## src/rtl/alu_seq.sv

```systemverilog
// Chunk-serial Y86-style ALU: ADD/SUB/AND/XOR over WIDTH bits, CHUNK bits per cycle, valid/ready handshake.
// Define ALU_SEQ_CC_EN to build the {ZF,SF,OF} condition-code registers; otherwise cc is tied to zero.
module alu_seq #(
    parameter int unsigned WIDTH = 64,
    parameter int unsigned CHUNK = 16
) (
    input  logic             clk,
    input  logic             rst_n,
    input  logic             in_valid,
    output logic             in_ready,
    input  logic [1:0]       op,
    input  logic [WIDTH-1:0] a,
    input  logic [WIDTH-1:0] b,
    output logic             out_valid,
    input  logic             out_ready,
    output logic [WIDTH-1:0] result,
    output logic [2:0]       cc
);

    localparam int unsigned N     = WIDTH / CHUNK;
    localparam int unsigned CNT_W = (N > 1) ? $clog2(N) : 1;
    localparam int unsigned SUM_W = CHUNK + 1;

    localparam logic [1:0] IDLE = 2'd0;
    localparam logic [1:0] BUSY = 2'd1;
    localparam logic [1:0] DONE = 2'd2;

    localparam logic [1:0] OP_ADD = 2'd0;
    localparam logic [1:0] OP_SUB = 2'd1;
    localparam logic [1:0] OP_AND = 2'd2;
    localparam logic [1:0] OP_XOR = 2'd3;

    logic [1:0]       state_q;
    logic [1:0]       state_d;
    logic [1:0]       op_q;
    logic [WIDTH-1:0] a_q;
    logic [WIDTH-1:0] b_q;
    logic [WIDTH-1:0] work_q;
    logic [WIDTH-1:0] result_q;
    logic             carry_q;
    logic [CNT_W-1:0] cnt_q;

    logic             last_c;
    logic             accept_c;
    logic [SUM_W-1:0] sum_c;
    logic [CHUNK-1:0] chunk_res_c;
    logic [WIDTH-1:0] full_res_c;

    assign in_ready  = (state_q == IDLE);
    assign out_valid = (state_q == DONE);
    assign result    = result_q;
    assign accept_c  = in_valid && (state_q == IDLE);
    assign last_c    = (cnt_q == CNT_W'(N - 1));

    // Operands shift right each BUSY cycle, so the active chunk is always in the low bits.
    assign sum_c = {1'b0, b_q[CHUNK-1:0]} + {1'b0, a_q[CHUNK-1:0]} + SUM_W'(carry_q);

    always_comb begin
        chunk_res_c = sum_c[CHUNK-1:0];
        case (op_q)
            OP_ADD:  chunk_res_c = sum_c[CHUNK-1:0];
            OP_SUB:  chunk_res_c = sum_c[CHUNK-1:0];
            OP_AND:  chunk_res_c = b_q[CHUNK-1:0] & a_q[CHUNK-1:0];
            OP_XOR:  chunk_res_c = b_q[CHUNK-1:0] ^ a_q[CHUNK-1:0];
            default: chunk_res_c = sum_c[CHUNK-1:0];
        endcase
    end

    // Finished chunks enter from the top; after N cycles the word is fully assembled.
    assign full_res_c = (work_q >> CHUNK) | (WIDTH'(chunk_res_c) << (WIDTH - CHUNK));

    always_ff @(posedge clk or negedge rst_n) begin
        if (!rst_n) state_q <= IDLE;
        else        state_q <= state_d;
    end

    always_comb begin
        state_d = state_q;
        case (state_q)
            IDLE:    if (in_valid) state_d = BUSY;
            BUSY:    if (last_c) state_d = DONE;
            DONE:    if (out_ready) state_d = IDLE;
            default: state_d = IDLE;
        endcase
    end

    // Datapath: SUB is b + ~a + 1, so a is stored inverted with carry-in preset.
    always_ff @(posedge clk or negedge rst_n) begin
        if (!rst_n) begin
            op_q     <= OP_ADD;
            a_q      <= '0;
            b_q      <= '0;
            work_q   <= '0;
            result_q <= '0;
            carry_q  <= 1'b0;
            cnt_q    <= '0;
        end else if (accept_c) begin
            op_q    <= op;
            a_q     <= (op == OP_SUB) ? ~a : a;
            b_q     <= b;
            carry_q <= (op == OP_SUB);
            cnt_q   <= '0;
        end else if (state_q == BUSY) begin
            a_q     <= a_q >> CHUNK;
            b_q     <= b_q >> CHUNK;
            carry_q <= sum_c[CHUNK];
            work_q  <= full_res_c;
            cnt_q   <= last_c ? '0 : cnt_q + CNT_W'(1);
            if (last_c) result_q <= full_res_c;
        end
    end

`ifdef ALU_SEQ_CC_EN
    logic [2:0] cc_q;
    logic       of_c;

    // With a pre-inverted for SUB, both ADD and SUB overflow reduce to the adder rule on the top chunk.
    assign of_c = ~op_q[1] && (a_q[CHUNK-1] == b_q[CHUNK-1]) && (chunk_res_c[CHUNK-1] != b_q[CHUNK-1]);

    always_ff @(posedge clk or negedge rst_n) begin
        if (!rst_n) begin
            cc_q <= 3'b000;
        end else if ((state_q == BUSY) && last_c) begin
            cc_q <= {(full_res_c == '0), full_res_c[WIDTH-1], of_c};
        end
    end

    assign cc = cc_q;
`else
    assign cc = 3'b000;
`endif

endmodule

```

## config.mk

```make
export PLATFORM = sky130hd
export DESIGN_NAME = alu_seq
export DESIGN_NICKNAME = d
export VERILOG_FILES = /design/src/rtl/alu_seq.sv
export SDC_FILE = /design/constraint.sdc
export NUM_CORES = 1
export LEC_CHECK = 0
export BUFFER_PORTS_ARGS = -buffer_cell sky130_fd_sc_hd__buf_2
export CORE_MARGIN = 2
export CORE_UTILIZATION = 25
export CTS_BUF_LIST = sky130_fd_sc_hd__clkbuf_4 sky130_fd_sc_hd__clkbuf_8
export DETAILED_ROUTE_END_ITERATION = 12
export GPL_ROUTABILITY_DRIVEN = 0
export GPL_TIMING_DRIVEN = 0
export PLACE_DENSITY_LB_ADDON = 0.3
export SYNTH_ARGS = -nofsm -noshare
export SYNTH_HDL_FRONTEND = slang
export SYNTH_SLANG_ARGS = --single-unit
```

## constraint.sdc

```tcl
create_clock -name clk -period 8.6 [get_ports clk]
set_input_delay 2.58 -clock clk [delete_from_list [all_inputs] [get_ports clk]]
set_output_delay 2.58 -clock clk [all_outputs]
set_load 0.02 [all_outputs]
```

Yosys cells after proc, flatten, opt, wreduce, memory -nomap -nowiden
Index checks and enable logic that the tools add are counted.
W data, S select, Z words.
Storage, ports and cells
  register bits: 263
  input bits: 134
  output and inout port bits: 69
  word-level logic and storage cells: 49
Cells by class
  $add $sub $neg: 3
  eq/ne operators: 10
  multiplexer cells: 15
  bitwise operators: 5
  reductions and logical operators: 8
Operators by type and width (count)
  $mux W64: 5
  $not A64 Y64: 1
  $or A48 B64 Y64: 1
  $pmux W16 S3: 1
  $add A16 B16 Y17: 1
  $add A17 B1 Y17: 1
  $and A16 B16 Y16: 1
  $xor A16 B16 Y16: 1
  $mux W2: 6
  $eq A2 B2 Y1 const B: 4
  $eq A2 B1 Y1 const B: 3
  $pmux W2 S3: 1
  $reduce_and A3 Y1: 2
  $logic_not A2 Y1: 2
  $ne A2 B2 Y1 const B: 2
  $add A2 B1 Y2 const B: 1
  $mux W1: 2
  $ne A2 B1 Y1 const B: 1
  $reduce_and A2 Y1: 1
  $reduce_bool A2 Y1: 1
  $reduce_or A2 Y1: 1
  $logic_and A1 B1 Y1: 1
  $not A1 Y1: 1

Logic depth before layout (Yosys ltp)
  word-level depth: 4
  gate-level depth with buffers: 8
  mapped depth without buffers: 8

Worst setup path after synthesis
No wires, ideal clock.
  path kind: input to register
  from: input op[0]
  to: register a_q[2]
  arrival: 3806 ps
  data required time: 8474 ps
  path slack: 4668 ps
  stages on the path: 6
  buffers on the path: 2
  cells stage by stage: nor2b_1 > buf_1 > buf_2 > xnor2_1 > nor2_1 > a221o_1
Between the ends
  cells in the longest elaborated chain, start to end: 3
Ends and longest elaborated chain
  start: declaration: line 11  | input logic [1:0] op,
  $eq A2 B1 Y1: line 99  | a_q <= (op == OP_SUB) ? ~a : a;
  $mux W64: line 99
  $mux W64: line 97  | end else if (accept_c) begin
  end signal: assignment: line 99
  end signal: assignment: line 104  | a_q <= a_q >> CHUNK;
  end: declaration: line 36  | logic [WIDTH-1:0] a_q;
Every way passes these cells.
A chain may end at the register's enable or synchronous reset.

Worst setup path in the final report
  from: register state_q[1]
  to: output in_ready
Between the ends
  cells in the longest elaborated chain, start to end: 1
Ends and longest elaborated chain
  start: declaration: line 33  | logic [1:0] state_q;
  start signal: assignment: line 74  | else state_q <= state_d;
  $logic_not A2 Y1: line 49  | assign in_ready = (state_q == IDLE);
  end: declaration: line 10  | output logic in_ready,
Every way passes these cells.

==> implementation parameters <==
Parameter                              Value

Drt
  Vias per inst ... 4.53
  First-pass iteration count of the detailed router ... 5
  Wire length per cell ... 18.0 um
  Wire length reported by the detailed router ... 36400 um
  Post-route ant nets ... 0
  Via total after detailed routing ... 9144
  Remaining DRCs ... 0
  DRC marker count from the first detailed-route iteration ... 675

Floorplan
  Cell row count ... 78
  Chip width ... 217 um
  I/O pin total ... 203
  Effective utilization at floorplan ... 0.252
  Std-Cell Core Area ... 45100 sq um
  Total Die Area ... 47100 sq um
  Die boundary height ... 217 um

Logic synthesis
  Top_reg_cell synth ... sky130_fd_sc_hd__dfrtp_1
  Cell Area, Synth ... 11400 sq um
  Async set-reset flop share out of synthesis ... 1.00
  Register bit total from synthesis ... 247
  Library cell with the highest instance count after synthesis ... sky130_fd_sc_hd__nand2_1
  Cell type contributing the most total cell area after synthesis ... sky130_fd_sc_hd__dfrtp_1
  Top post-synthesis cells by count ... sky130_fd_sc_hd__nand2_1, sky130_fd_sc_hd__dfrtp_1, sky130_fd_sc_hd__o21ai_0
  Cells after synthesis ... 1136
  Share of synthesized area occupied by flip-flops and latches ... 0.544
  Most area-consuming cells after synthesis ... sky130_fd_sc_hd__dfrtp_1, sky130_fd_sc_hd__nand2_1, sky130_fd_sc_hd__mux2_2, sky130_fd_sc_hd__a22oi_1, sky130_fd_sc_hd__xnor2_1
  Share of Yosys cell area claimed by the top area cell type ... 0.544
  Average size of a mapped cell ... 10.0 sq um
  EDFF count, synth ... 0
  Count of yosys warnings during synthesis ... 0
  Count of distinct cell types in the synthesized netlist ... 49

Timing
  Setup TNS ... 0 ns
  Max frequency ... 244 MHz
  Final Hold Fails ... 0
  Pins over their slew limit ... 0
  Clock Skew ... 0.0319 ns
  Count of final setup violators ... 0
  Final worst path period share ... 0.476
  Minimum clock period after layout ... 4.10 ns
  Tightest slew margin relative to the limit ... 0.373
  RSZ-0062 raised after global routing ... false
  Worst Tran Pin Value ... 0.941 ns

Critical path
  Cell with the biggest individual delay on the critical path ... sky130_fd_sc_hd__dfrtp_1
  Critical path required time ... 6.02 ns
  Top fanout value on the critical path ... 4
  R2R setup slack ... 5.38 ns
  CP Launch Type ... register
  Start-to-end type of the worst setup path ... reg -> out
  Cell Chain, Critical Path ... nor2_1 -> buf_2
  Worst EP arrival ... 1.52 ns
  Worst setup EP type ... output pin
  Worst stage delay on the critical path ... 0.40 ns
  Worst reg-to-reg path cell count ... 8

Global routing
  Wire length of the first global-routing pass ... 55700 um
  Pin count of the biggest net entering global routing ... 106
  Via count of the first global-routing pass ... 9258
  Total global routing overflow ... 0
  Overall global routing resource usage ... 0.155
  Antenna violations before repair ... 4

Cells and area
  Share of post-route cells with drive strength above 1 ... 0.251
  Area added between synthesis and finish ... 25.0%
  Utilization of the core after routing ... 0.315
  Area occupied by registers ... 6180 sq um
  Area of all placed cells without fillers ... 14200 sq um
  Number of nets in the finished design ... 1537
  Fill cell total of the finished layout ... 4793
  Area of combinational cells with multiple inputs ... 4830 sq um
  Total inserted antenna cells ... 0

Placement
  Post-DP HPWL ... 27600 um
  Cell area after placement ... 13200 sq um
  Number of input and output port buffers inserted ... 199

Clocking
  Hold bufs inserted after CTS ... 0
  TritonCTS Sinks ... 247
  CTS max path bufs ... 3
  Resized cells post-CTS ... 0
  Post-CTS setup buffers ... 0
  Clock transition at path regs ... 0.06 ns
  Root Buffer ... sky130_fd_sc_hd__clkbuf_8
  Depth of the CTS H-tree ... 2
  Number of buffers created by CTS ... 43
  CTS tree ... built
  Later-pin clock latency in the skew report ... 0.57 ns

Min path
  Hold path cells ... 2
  Worst min-delay path class ... reg -> reg

Run status
  Outcome ... completed

Pwr
  Net switching power ... 0.00256 W
  VDD IR max ... 167 uV
  Power density relative to cell area ... 421 nW/um^2
  Switching share of power ... 0.429
  Combinational fraction of design power ... 0.443
  Leakage component of the power ... 6.79 nW
  Sequential Power Share ... 0.348
  Internal power ... 0.00341 W
  Portion of total power attributed to the clock network ... 0.209

Run
  Total of max-cap violations ... 0
routing by layer:
layer	part of all wire	track usage	up-vias
li1	-	-	4401
met1	0.47	0.218	4408
met2	0.45	0.243	266
met3	0.060	0.0328	61
met4	0.018	0.0372	8
met5	0.0013	0	-
critical path: cells and delay by family (launching register included):
kind | cells | cell delay [ns]
buffers and inverters | 1 | 0.26
AND/OR/NAND/NOR | 1 | 0.31
flip-flops | 1 | 0.40
worst paths after layout:
path,startpoint,endpoint
min reg2reg,work_q[30]$_DFFE_PN0P_,work_q[30]$_DFFE_PN0P_
max reg2reg,a_q[0]$_DFFE_PN0P_,work_q[62]$_DFFE_PN0P_
max,state_q[1]$_DFFE_PN0P_,in_ready
max in group asynchronous,rst_n,b_q[39]$_DFFE_PN0P_
min in group asynchronous,rst_n,result[35]$_DFFE_PN0P_
min,work_q[30]$_DFFE_PN0P_,work_q[30]$_DFFE_PN0P_
kinds of logic (layout without fill, tap and decap cells):
| kind of cell | after synthesis | count (layout) | share of synthesized area |
|---|---|---|---|
| AND/OR/NAND/NOR | 428 | 428 | 0.151 |
| other | 1 | 3 | 0.000330 |
| adder cells (fa/ha/maj) | 19 | 19 | 0.0223 |
| XOR/XNOR | 69 | 69 | 0.0532 |
| flip-flops | 247 | 247 | 0.544 |
| buffers and inverters | 85 | 364 | 0.0306 |
| AO/OA/AOI/OAI | 221 | 221 | 0.134 |
| multiplexers | 66 | 66 | 0.0648 |
power by group through the flow:
stage	clock (W)	combinational, W	sequential [W]
final	0.00125	0.00265	0.00208
after global routing	0.00133	0.00294	0.00214
after CTS	0.00128	0.00266	0.00208
after detailed placement	0	0.00265	0.00210
after global placement	0	0.00259	0.00209
after floorplan	0	0.00166	0.00210
stage by stage:
step | worst slack (ns) | total power (W) | std cells | hold WS, ns
floorplan | 4.67 | 0.00376 | 1138 | 0.442
global placement | 0.311 | 0.00468 | 1937 | 0.460
detailed placement | 4.17 | 0.00475 | 1939 | 0.463
CTS | 4.46 | 0.00602 | 2017 | 0.478
global route | 4.44 | 0.00642 | 2017 | 0.494
finish | 4.50 | 0.00597 | 2017 | 0.472
cell usage in the layout (no fill, tap or decap), types with 3 or more instances in the layout:
cell type / Yosys / layout
sky130_fd_sc_hd__nand2_1: 316 / 316
sky130_fd_sc_hd__dfrtp_1: 247 / 247
sky130_fd_sc_hd__buf_2: 5 / 203
sky130_fd_sc_hd__o21ai_0: 68 / 68
sky130_fd_sc_hd__nor2_1: 63 / 63
sky130_fd_sc_hd__mux2_2: 60 / 60
sky130_fd_sc_hd__clkbuf_8: 0 / 60
sky130_fd_sc_hd__clkbuf_1: 57 / 57
sky130_fd_sc_hd__a22oi_1: 51 / 51
sky130_fd_sc_hd__xnor2_1: 41 / 41
sky130_fd_sc_hd__xor2_1: 28 / 28
sky130_fd_sc_hd__a31oi_1: 26 / 26
sky130_fd_sc_hd__a221o_1: 24 / 24
sky130_fd_sc_hd__nand3_1: 20 / 20
sky130_fd_sc_hd__ha_1: 17 / 17
sky130_fd_sc_hd__a21oi_1: 16 / 16
sky130_fd_sc_hd__buf_1: 15 / 15
sky130_fd_sc_hd__o31ai_1: 8 / 8
sky130_fd_sc_hd__clkbuf_4: 0 / 8
sky130_fd_sc_hd__mux2i_1: 6 / 6
sky130_fd_sc_hd__a21o_1: 5 / 5
sky130_fd_sc_hd__o31a_1: 5 / 5
sky130_fd_sc_hd__nor3_1: 5 / 5
sky130_fd_sc_hd__clkinv_2: 0 / 5
sky130_fd_sc_hd__nand2b_1: 4 / 4
sky130_fd_sc_hd__nor2b_1: 4 / 4
sky130_fd_sc_hd__buf_4: 4 / 4
sky130_fd_sc_hd__and3_1: 4 / 4
sky130_fd_sc_hd__inv_1: 3 / 3
sky130_fd_sc_hd__and2_1: 3 / 3
sky130_fd_sc_hd__nor3b_1: 3 / 3
sky130_fd_sc_hd__conb_1: 1 / 3
sky130_fd_sc_hd__bufinv_16: 0 / 3
area by class of cell:
type	instances	share of cell area
multi-input cells	806	0.341
flip-flops and latches	247	0.436
inverters	3	0.000794
well taps	600	0.0529
repair buffers	201	0.0748
plain buffers	82	0.0237
clock inverters	10	0.00926
clock buffers	68	0.0624
registers in the layout, indices dropped and copies added, names as in the netlist:
name / count
state_q: 2
a_q: 64
op_q: 2
b_q: 64
work_q: 48
cnt_q: 2
carry_q: 1
result: 64
No activity file was read; power rests on OpenSTA's default activity.
